`src/rtl/exposure_sequencer.sv`:
```
// Camera exposure sequencer: shutter open/settle, timed exposure, shutter close/settle,
// then a handshake with the CCD readout engine. Timing is counted in ms ticks.
module exposure_sequencer #(
    parameter int unsigned TICK_DIV    = 50000,
    parameter int unsigned SETTLE_MS   = 200,
    parameter int unsigned ACK_TIMEOUT = 255,
    parameter logic [1:0]  MODE_READ   = 2'b01
) (
    input  logic        clk,
    input  logic        rst,
    input  logic        start,
    input  logic        abort,
    input  logic        dark,
    input  logic [23:0] exp_ms,
    input  logic        ccd_busy,
    output logic        shutter_open,
    output logic        ccd_toggle,
    output logic [1:0]  ccd_mode,
    output logic        busy,
    output logic        done,
    output logic        aborted,
    output logic [23:0] elapsed_ms
);

    localparam int unsigned PS_W  = (TICK_DIV    > 1) ? $clog2(TICK_DIV)    : 1;
    localparam int unsigned SET_W = (SETTLE_MS   > 1) ? $clog2(SETTLE_MS)   : 1;
    localparam int unsigned ACK_W = (ACK_TIMEOUT > 1) ? $clog2(ACK_TIMEOUT) : 1;

    localparam logic [PS_W-1:0]  PS_LAST  = PS_W'(TICK_DIV - 1);
    localparam logic [SET_W-1:0] SET_LAST = SET_W'(SETTLE_MS - 1);
    localparam logic [ACK_W-1:0] ACK_LAST = ACK_W'(ACK_TIMEOUT - 1);

    localparam logic [2:0] ST_IDLE         = 3'd0;
    localparam logic [2:0] ST_OPEN_SETTLE  = 3'd1;
    localparam logic [2:0] ST_EXPOSE       = 3'd2;
    localparam logic [2:0] ST_CLOSE_SETTLE = 3'd3;
    localparam logic [2:0] ST_READ_START   = 3'd4;
    localparam logic [2:0] ST_READ_WAIT    = 3'd5;

    logic [2:0]       state_q, state_d;
    logic [PS_W-1:0]  presc_q, presc_d;
    logic [SET_W-1:0] settle_q, settle_d;
    logic [ACK_W-1:0] ack_q, ack_d;
    logic [23:0]      exp_q, exp_d;
    logic             dark_q, dark_d;
    logic             abort_path_q, abort_path_d;
    logic [23:0]      elapsed_q, elapsed_d;
    logic             done_q, done_d;
    logic             aborted_q, aborted_d;

    logic tick;
    logic settle_last;
    logic expose_last;

    assign tick        = (presc_q == PS_LAST);
    assign settle_last = tick && (settle_q == SET_LAST);
    // Compare ms count against the latched exposure so no exp_ms*TICK_DIV product is needed.
    assign expose_last = (exp_q == 24'd0) || (tick && (elapsed_q == exp_q - 24'd1));

    always_comb begin
        state_d      = state_q;
        presc_d      = tick ? '0 : presc_q + PS_W'(1);
        settle_d     = settle_q;
        ack_d        = ack_q;
        exp_d        = exp_q;
        dark_d       = dark_q;
        abort_path_d = abort_path_q;
        elapsed_d    = elapsed_q;
        done_d       = 1'b0;
        aborted_d    = 1'b0;

        case (state_q)
            ST_IDLE: begin
                if (start) begin
                    exp_d        = exp_ms;
                    dark_d       = dark;
                    abort_path_d = 1'b0;
                    state_d      = dark ? ST_EXPOSE : ST_OPEN_SETTLE;
                end
            end
            ST_OPEN_SETTLE: begin
                if (abort) begin
                    abort_path_d = 1'b1;
                    state_d      = ST_CLOSE_SETTLE;
                end else if (settle_last) begin
                    state_d = ST_EXPOSE;
                end else if (tick) begin
                    settle_d = settle_q + SET_W'(1);
                end
            end
            ST_EXPOSE: begin
                if (abort) begin
                    if (dark_q) begin
                        aborted_d = 1'b1;
                        state_d   = ST_IDLE;
                    end else begin
                        abort_path_d = 1'b1;
                        state_d      = ST_CLOSE_SETTLE;
                    end
                end else begin
                    if (tick && exp_q != 24'd0) begin
                        elapsed_d = elapsed_q + 24'd1;
                    end
                    if (expose_last) begin
                        state_d = dark_q ? ST_READ_START : ST_CLOSE_SETTLE;
                    end
                end
            end
            ST_CLOSE_SETTLE: begin
                if (settle_last) begin
                    if (abort_path_q) begin
                        aborted_d    = 1'b1;
                        abort_path_d = 1'b0;
                        state_d      = ST_IDLE;
                    end else begin
                        state_d = ST_READ_START;
                    end
                end else if (tick) begin
                    settle_d = settle_q + SET_W'(1);
                end
            end
            ST_READ_START: begin
                if (ccd_busy) begin
                    state_d = ST_READ_WAIT;
                end else if (ack_q == ACK_LAST) begin
                    aborted_d = 1'b1;
                    state_d   = ST_IDLE;
                end else begin
                    ack_d = ack_q + ACK_W'(1);
                end
            end
            ST_READ_WAIT: begin
                if (!ccd_busy) begin
                    done_d  = 1'b1;
                    state_d = ST_IDLE;
                end
            end
            default: begin
                state_d = ST_IDLE;
            end
        endcase

        // Every state starts its timing from zero; the prescaler is parked while idle.
        if (state_d != state_q || state_q == ST_IDLE) begin
            presc_d  = '0;
            settle_d = '0;
            ack_d    = '0;
        end
        if (state_d == ST_EXPOSE && state_q != ST_EXPOSE) begin
            elapsed_d = '0;
        end
    end

    always_ff @(posedge clk or posedge rst) begin
        if (rst) begin
            state_q      <= ST_IDLE;
            presc_q      <= '0;
            settle_q     <= '0;
            ack_q        <= '0;
            exp_q        <= '0;
            dark_q       <= 1'b0;
            abort_path_q <= 1'b0;
            elapsed_q    <= '0;
            done_q       <= 1'b0;
            aborted_q    <= 1'b0;
        end else begin
            state_q      <= state_d;
            presc_q      <= presc_d;
            settle_q     <= settle_d;
            ack_q        <= ack_d;
            exp_q        <= exp_d;
            dark_q       <= dark_d;
            abort_path_q <= abort_path_d;
            elapsed_q    <= elapsed_d;
            done_q       <= done_d;
            aborted_q    <= aborted_d;
        end
    end

    // Outputs decode directly from the state register so reset closes the shutter at once.
    assign shutter_open = (state_q == ST_OPEN_SETTLE) || (state_q == ST_EXPOSE && !dark_q);
    assign ccd_toggle   = (state_q == ST_READ_START);
    assign ccd_mode     = (state_q == ST_READ_START || state_q == ST_READ_WAIT) ? MODE_READ : 2'b00;
    assign busy         = (state_q != ST_IDLE);
    assign done         = done_q;
    assign aborted      = aborted_q;
    assign elapsed_ms   = elapsed_q;

endmodule

```
`config.mk`:
```
export PLATFORM = sky130hd
export DESIGN_NAME = exposure_sequencer
export DESIGN_NICKNAME = d
export VERILOG_FILES = /design/src/rtl/exposure_sequencer.sv
export SDC_FILE = /design/constraint.sdc
export NUM_CORES = 1
export LEC_CHECK = 0
export ABC_AREA = 1
export CORE_MARGIN = 4
export CORE_UTILIZATION = 30
export CTS_CLUSTER_DIAMETER = 100
export DETAILED_ROUTE_END_ITERATION = 8
export GPL_TIMING_DRIVEN = 1
export PLACE_DENSITY = 0.54
export SLEW_MARGIN = 5
export SYNTH_ARGS = -nofsm -noshare
export SYNTH_HDL_FRONTEND = slang
export SYNTH_SLANG_ARGS = --single-unit
```
`constraint.sdc`:
```
create_clock -name clk -period 5.85 [get_ports clk]
set_input_delay 1.17 -clock clk [delete_from_list [all_inputs] [get_ports clk]]
set_output_delay 1.17 -clock clk [all_outputs]
set_load 0.005 [all_outputs]
```
==> flow_summary_export.csv, run 1 <==
group,metric,value,unit
route,vias,4878,
pwr,seqPwrFrac,0.369,
worst_setup_path,r2r_cells,11,
pwr,irDropWorstVdd,0.1396,mV
global_route,antenna_found_initial,0,
pwr,p_total,2.278,mW
synth,synth_area_leader_cell,"dfrtp_1",
cts,holdBufCountCts,0,
synth,synth_top_area_frac,0.3918,
synth,synth_area_leaders,"dfrtp_1 (39%), nand2_1 (12%), nor2_1 (8.3%), xor2_1 (6.3%), inv_1 (6.0%)",
pwr,p_int,1.344,mW
worst_setup_path,crit_buf_inv,4,
sta,drv_slew,0,
synth,synth-seq-cells,87,
worst_setup_path,cpMostUsedCell,"inv_1",
sta,hold_viol,0,
synth,ys_seq_area_frac,0.3918,
placed_design,dp_slack,2285,ps
cts,post_cts_buffers,0,
sta,worst_slack,2571,ps
pwr,switching_power,933.8,uW
sta,fmax,0.3050,GHz
route,dr.pass1.iters,5,
synth,yosysMostFrequentCell,"nand2_1",
synth,mappedNetlistNets,791,
placed_design,dp_hpwl,11.07,mm
final_layout,drive_gt1_frac,0.1037,
run,drv_cap,0,
worst_setup_path,path_cells,"inv_1, nor3_1, inv_1, nor2_1, inv_1, nand2_1, clkdlybuf4s50_1",
worst_setup_path,startpoint_type,"register",
placed_design,io_buffers,59,
route,viasPerCell,4.650,
sta,relSlewSlack,0.4048,
die,fp.dieW,144.1,um
cts,cts_buffers,9,
worst_setup_path,crit_family,"buffers and inverters",
cts,post_cts_resized,0,
sta,post-route-min-period,3279,ps
worst_setup_path,r2r_slack,2620,ps
cts,cts_max_level,3,
route,drt-wirelength-per-cell,13.73,um
worst_setup_path,cp_max_fo,6,
final_layout,antenna_cells,0,
worst_setup_path,arrival,2110,ps
pwr,comb_power_share,0.363,
placed_design,place_congestion,0.8445,
min_path,hp-class,"reg -> reg",
cts,cts.sinks,87,
sta,tightest_slew,891.7,ps
worst_setup_path,r2r_start,"exp_q[0]",
run_status,status,"finished clean",
worst_setup_path,r2r_end,"elapsed_ms[23]",
die,die_area,0.02076,sq mm
pwr,p_leak,2.893,nW
route,drtIter0Drc,200,
route,wirelength,14.40,mm
min_path,min_from,"abort_path_q",
global_route,grt_max_degree,50,
die,core-area,0.01809,sq mm
die,ios,61,
pwr,p_per_area,340.1,mW/mm^2
route,ant_nets,0,
sta,finalCritPeriodShare,0.5605,
global_route,grt_pass1_vias,4748,
synth,synth_common_cells,"nand2_1 (171), nor2_1 (123), inv_1 (89)",
global_route,overflow,0,
worst_setup_path,endpoint_kind,"primary output",
cts,clock_path_buffers,2,
worst_setup_path,slowest_stage,"clkdlybuf4s50_1",
cts,cts_tree,"done",
worst_setup_path,critPathMaxStageDelay,510,ps
sta,fin_tns_setup,0,ps
cts,clk-insertion-delay-late,350,ps
worst_setup_path,crit_type,"reg -> out",
die,num_rows,49,
die,die_h,144.1,um
synth,synth_warnings,0,
cts,cts_root_buffer,"clkbuf_16",
final_layout,syn_to_final_growth,20.54,%
die,initial_core_util,0.3072,
synth,syn_inst,754,
pwr,p_clk_frac,0.267,
synth,synth.distinct_cells,35,
synth,synthArstFlopShare,1.000,
synth,syn_area,0.005557,sq mm
synth,synth_edf_count,0,
sta,grt_setup_unrepaired,"no",
route,drc,0,
min_path,hold_path_end,"aborted",
placed_design,dp_cells,1033,
global_route,grt_use_total,0.1456,
min_path,whs_path_depth,2,
final_layout,instances_no_fill,1049,
pwr,p_sw_frac,0.4099,
sta,setup_viol,0,
final_layout,nets,852,
synth,avgSynthCellArea,7.369,sq um
worst_setup_path,critPathRequiredTime,4680,ps
sta,clock_skew,12.11,ps
global_route,grt_pass1_wl,23.90,mm
cts,path_clk_slew,70,ps
synth,synth_ff_type,"dfrtp_1",
how the worst max path moves through the flow:
| stage | from | cells past startpoint | end |
|---|---|---|---|
| finish | state_q[1] | 7 | shutter_open |
| detailed placement | start | 9 | ack_q[1] |
| floorplan | rst | 1 | abort_path_q |
| global placement | start | 9 | ack_q[2] |
| CTS | exp_q[0] | 18 | ack_q[1] |
| global route | exp_q[0] | 20 | ack_q[1] |
metrics by stage:
| step | area (sq um) | util | hold slack (ps) |
|---|---|---|---|
| after floorplan | 5557 | - | 471.3 |
| after global placement | 6380 | 0.3528 | 519.9 |
| after detailed placement | 6380 | 0.3528 | 513.9 |
| after CTS | 6698 | 0.3703 | 541.3 |
| after global routing | 6698 | 0.3703 | 565.5 |
| final | 6698 | 0.3703 | 524.3 |
final cells by class:
class / instances / area, sq um
clock buffers: 12 / 266.5
clock inverters: 4 / 51.30
fillers: 1921 / 11390
inverters: 93 / 350.3
multi-input cells: 563 / 2960
flip-flops and latches: 87 / 2177
well taps: 229 / 286.5
repair buffers: 61 / 605.6
cell families (layout without fill, tap and decap cells):
logic type,count (synthesis),count (layout),synth area share
compound gates,35,35,0.03333
xor+xnor,57,57,0.08984
fa+ha+maj,7,7,0.01576
buf+inv,104,170,0.07543
flops,87,87,0.3918
mux,9,9,0.01801
other cells,1,1,0.0006749
simple gates,454,454,0.3751
placed cells by master (no fill, tap or decap), types with 3 or more instances in the layout:
cell,instances
a21oi_1,19
clkbuf_16,9
clkbuf_8,3
clkdlybuf4s50_1,59
dfrtp_1,87
ha_1,7
inv_1,88
inv_2,3
mux2_2,8
nand2_1,171
nand2_2,8
nand3_1,53
nand3b_1,4
nand4_1,19
nor2_1,123
nor2_2,36
nor2_4,6
nor3_1,17
nor4_1,10
o21ai_0,11
xnor2_1,17
xor2_1,40
power groups by stage:
stage,clock network [mW],registers [mW],logic [mW]
detailed placement,0,0.849,0.834
floorplan,0,0.800,0.689
CTS,0.631,0.842,0.838
finish,0.609,0.841,0.827
global route,0.654,0.853,0.950
global placement,0,0.853,0.832
registers in the layout, summed over array words and instances, names as in the netlist:
register,cells
elapsed_ms,24
presc_q,16
ack_q,8
aborted,1
settle_q,8
abort_path_q,1
done,1
dark_q,1
state_q,3
exp_q,24
metal layers:
metal,track usage,up-vias,share of wire,wire length [um]
met3,0.03042,11,0.042,605
met2,0.2408,88,0.47,6808
met5,0,-,0,0
met4,0.03518,0,0.011,157
met1,0.1956,2274,0.47,6828
li1,-,2505,-,-
worst register-to-register path: stages (launching register included):
cell and delay, ps:
dfrtp_1 500, inv_2 180, ha_1 160, nor3b_1 350, nand4_1 350, nand2_1 580
clkinv_1 420, nand4_1 240, nor2_1 50, nand2_1 70, xor2_1 140, nor2_1 50
Note: power is estimated with default switching activity, not from simulation.
==> run 2, diff against run 1 <==
==> constraint.sdc (replaced) <==
create_clock -name clk -period 3.25 [get_ports clk]
set_input_delay 0.65 -clock clk [delete_from_list [all_inputs] [get_ports clk]]
set_output_delay 0.65 -clock clk [all_outputs]
set_load 0.005 [all_outputs]
==> run 2 against run 1 <==
Combinational power increased by 95%. Clock-buffer cell count shrank 3. Setup slack worse by 2300 ps. Sequential share of layout area decreased by 0.40 points. Routed wire length increased by 5.1%. Final cell count is 0.38% higher. Global-route usage grew 0.79 points. Critical endpoint is now presc_q[0].
==> flow_summary_export.csv, run 2 (synthesized netlist as in run 1, its figures left out) <==
group,metric,value,unit
run_status,status,"finished clean",
final_layout,drive_gt1_frac,0.1080,
cts,holdBufCountCts,0,
pwr,irDropWorstVdd,0.2721,mV
worst_setup_path,path_depth,21,
sta,post-route-min-period,2951,ps
sta,hold_viol,0,
min_path,hp-class,"reg -> reg",
worst_setup_path,r2r_cells,21,
worst_setup_path,r2r_start,"exp_q[0]",
die,num_rows,49,
sta,finalCritPeriodShare,0.9079,
worst_setup_path,crit_buf_inv,2,
final_layout,antenna_cells,0,
placed_design,place_congestion,0.8850,
worst_setup_path,crit_start,"exp_q[0]",
final_layout,layout_common_cells,"nand2_1 (171), nor2_1 (123), inv_1 (88)",
die,die_area,0.02076,sq mm
worst_setup_path,r2r_end,"presc_q[0]",
route,viasPerCell,4.627,
cts,post_cts_resized,0,
cts,clock_path_buffers,2,
cts,path_clk_slew,70,ps
route,drt-wirelength-per-cell,14.38,um
global_route,grt_pass1_vias,4896,
final_layout,stdcell_area,0.006780,sq mm
sta,clock_skew,8.954,ps
worst_setup_path,slowest_stage,"dfrtp_1",
pwr,p_leak,2.933,nW
placed_design,io_buffers,59,
worst_setup_path,cp_max_fo,15,
final_layout,nFillCells,1881,
pwr,p_total,4.324,mW
global_route,overflow,0,
cts,cts_buffers,9,
cts,cts_root_buffer,"clkbuf_16",
worst_setup_path,startpoint_type,"register",
sta,relSlewSlack,0.6627,
worst_setup_path,endpoint_kind,"register",
final_layout,instances_no_fill,1053,
worst_setup_path,r2r_slack,300,ps
sta,grt_setup_unrepaired,"no",
global_route,grt_use_total,0.1536,
route,ant_nets,0,
die,initial_core_util,0.3072,
worst_setup_path,path_cells,"inv_2, ha_1, nand3_2, nor2_4, nand2_2, nand2_1, nand2_1, nor2_1, nand2_1, nor2_1, nand2_1, nor2_2, nand2_2, nand3_2, nand2_2, nand2_2, nand2_1, nand2_2, nand3_4, buf_4, nor2_2",
route,wirelength,15.14,mm
final_layout,layout_commonest_cell,"nand2_1",
sta,holdWs,509.7,ps
placed_design,dp_hpwl,11.44,mm
sta,drv_slew,0,
cts,clk-insertion-delay-late,350,ps
route,drtIter0Drc,239,
sta,setup_viol,0,
final_layout,nets,856,
worst_setup_path,critPathMaxStageDelay,470,ps
route,drc,0,
cts,post_cts_buffers,0,
cts,cts_max_level,3,
placed_design,dp_cells,1037,
worst_setup_path,arrival,3230,ps
die,core-area,0.01809,sq mm
die,fp.dieW,144.1,um
die,die_h,144.1,um
global_route,grt_max_degree,88,
sta,fin_tns_setup,0,ps
placed_design,placed_cell_area,0.006435,sq mm
worst_setup_path,crit_type,"reg -> reg",
sta,fmax,0.3389,GHz
pwr,p_per_area,637.7,mW/mm^2
global_route,grt_pass1_wl,25.12,mm
final_layout,syn_to_final_growth,22.02,%
worst_setup_path,critPathCapture,"presc_q[0]",
run,drv_cap,0,
worst_setup_path,crit_family,"simple AND/OR/NAND/NOR gates",
worst_setup_path,critPathRequiredTime,3530,ps
route,vias,4872,
die,ios,61,
cts,cts.sinks,87,
route,dr.pass1.iters,5,
sta,tightest_slew,505.9,ps
global_route,antenna_found_initial,0,
cts,cts_tree,"done",
==> run 2: changes by cell type in the layout (fill, tap and decap cells not counted), sizes merged <==
| cell | previous run | this run |
|---|---|---|
| bufinv | 1 | 3 |
| clkinv | 3 | 4 |
| clkbuf | 12 | 9 |
| buf | 2 | 6 |
==> run 2: final cells by class <==
cell class / instances / area [sq um] / share of cell area
Tap cell: 229 / 286.5 / 0.04226
Sequential cell: 87 / 2177 / 0.3211
Multi-Input combinational cell: 563 / 2960 / 0.4366
Clock buffer: 9 / 225.2 / 0.03322
Inverter: 93 / 350.3 / 0.05167
Timing Repair Buffer: 65 / 660.6 / 0.09744
Clock inverter: 7 / 120.1 / 0.01772
==> run 2: how the worst min path moves through the flow <==
stage | end | startpoint | slack, ps | depth (start not counted)
after global routing | dark_q | dark_q | 550 | 2
after detailed placement | dark_q | dark_q | 500 | 2
after global placement | dark_q | dark_q | 490 | 2
after floorplan | dark_q | dark_q | 470 | 2
after CTS | dark_q | dark_q | 510 | 2
final | dark_q | dark_q | 510 | 2
==> run 2: through the flow <==
stage	utilization	worst slack (ps)
global route	0.3749	5.156
finish	0.3749	299.4
global placement	0.3558	372.0
CTS	0.3749	287.4
detailed placement	0.3558	316.0
floorplan	-	349.8
==> run 2: worst reg2reg max path, stage by stage, from the launching register on <==
cell	delay, ps
dfrtp_1	470
inv_2	150
ha_1	220
nand3_2	140
nor2_4	250
nand2_2	80
nand2_1	80
nand2_1	50
nor2_1	100
nand2_1	50
nor2_1	80
nand2_1	60
nor2_2	90
nand2_2	90
nand3_2	70
nand2_2	80
nand2_2	70
nand2_1	60
nand2_2	80
nand3_4	250
buf_4	280
nor2_2	70
==> run 2: power breakdown <==
part           leakage, nW  switching [mW]  internal, mW  total [mW]
Clock                0.166           0.451         0.754        1.21
Combinational         1.63            1.06         0.554        1.61
Sequential            1.14           0.238          1.27        1.50
==> run 2: metal layers <==
| metal | GRT usage | share of wire | routed length, um | vias up |
|---|---|---|---|---|
| met1 | 0.2023 | 0.47 | 7115 | 2249 |
| met2 | 0.2543 | 0.47 | 7100 | 104 |
| met5 | 0 | 0 | 0 | - |
| li1 | - | - | - | 2502 |
| met4 | 0.03816 | 0.017 | 256 | 0 |
| met3 | 0.03737 | 0.044 | 665 | 17 |
==> run 3, diff against run 2 <==
--- a/config.mk
+++ b/config.mk
@@ -6,6 +6,7 @@
 export NUM_CORES = 1
 export LEC_CHECK = 0
 export ABC_AREA = 1
+export CAP_MARGIN = 20
 export CORE_MARGIN = 4
 export CORE_UTILIZATION = 30
 export CTS_CLUSTER_DIAMETER = 100
==> results of run 3 <==
Final layout, timing and power as in run 2 (identical DEF).
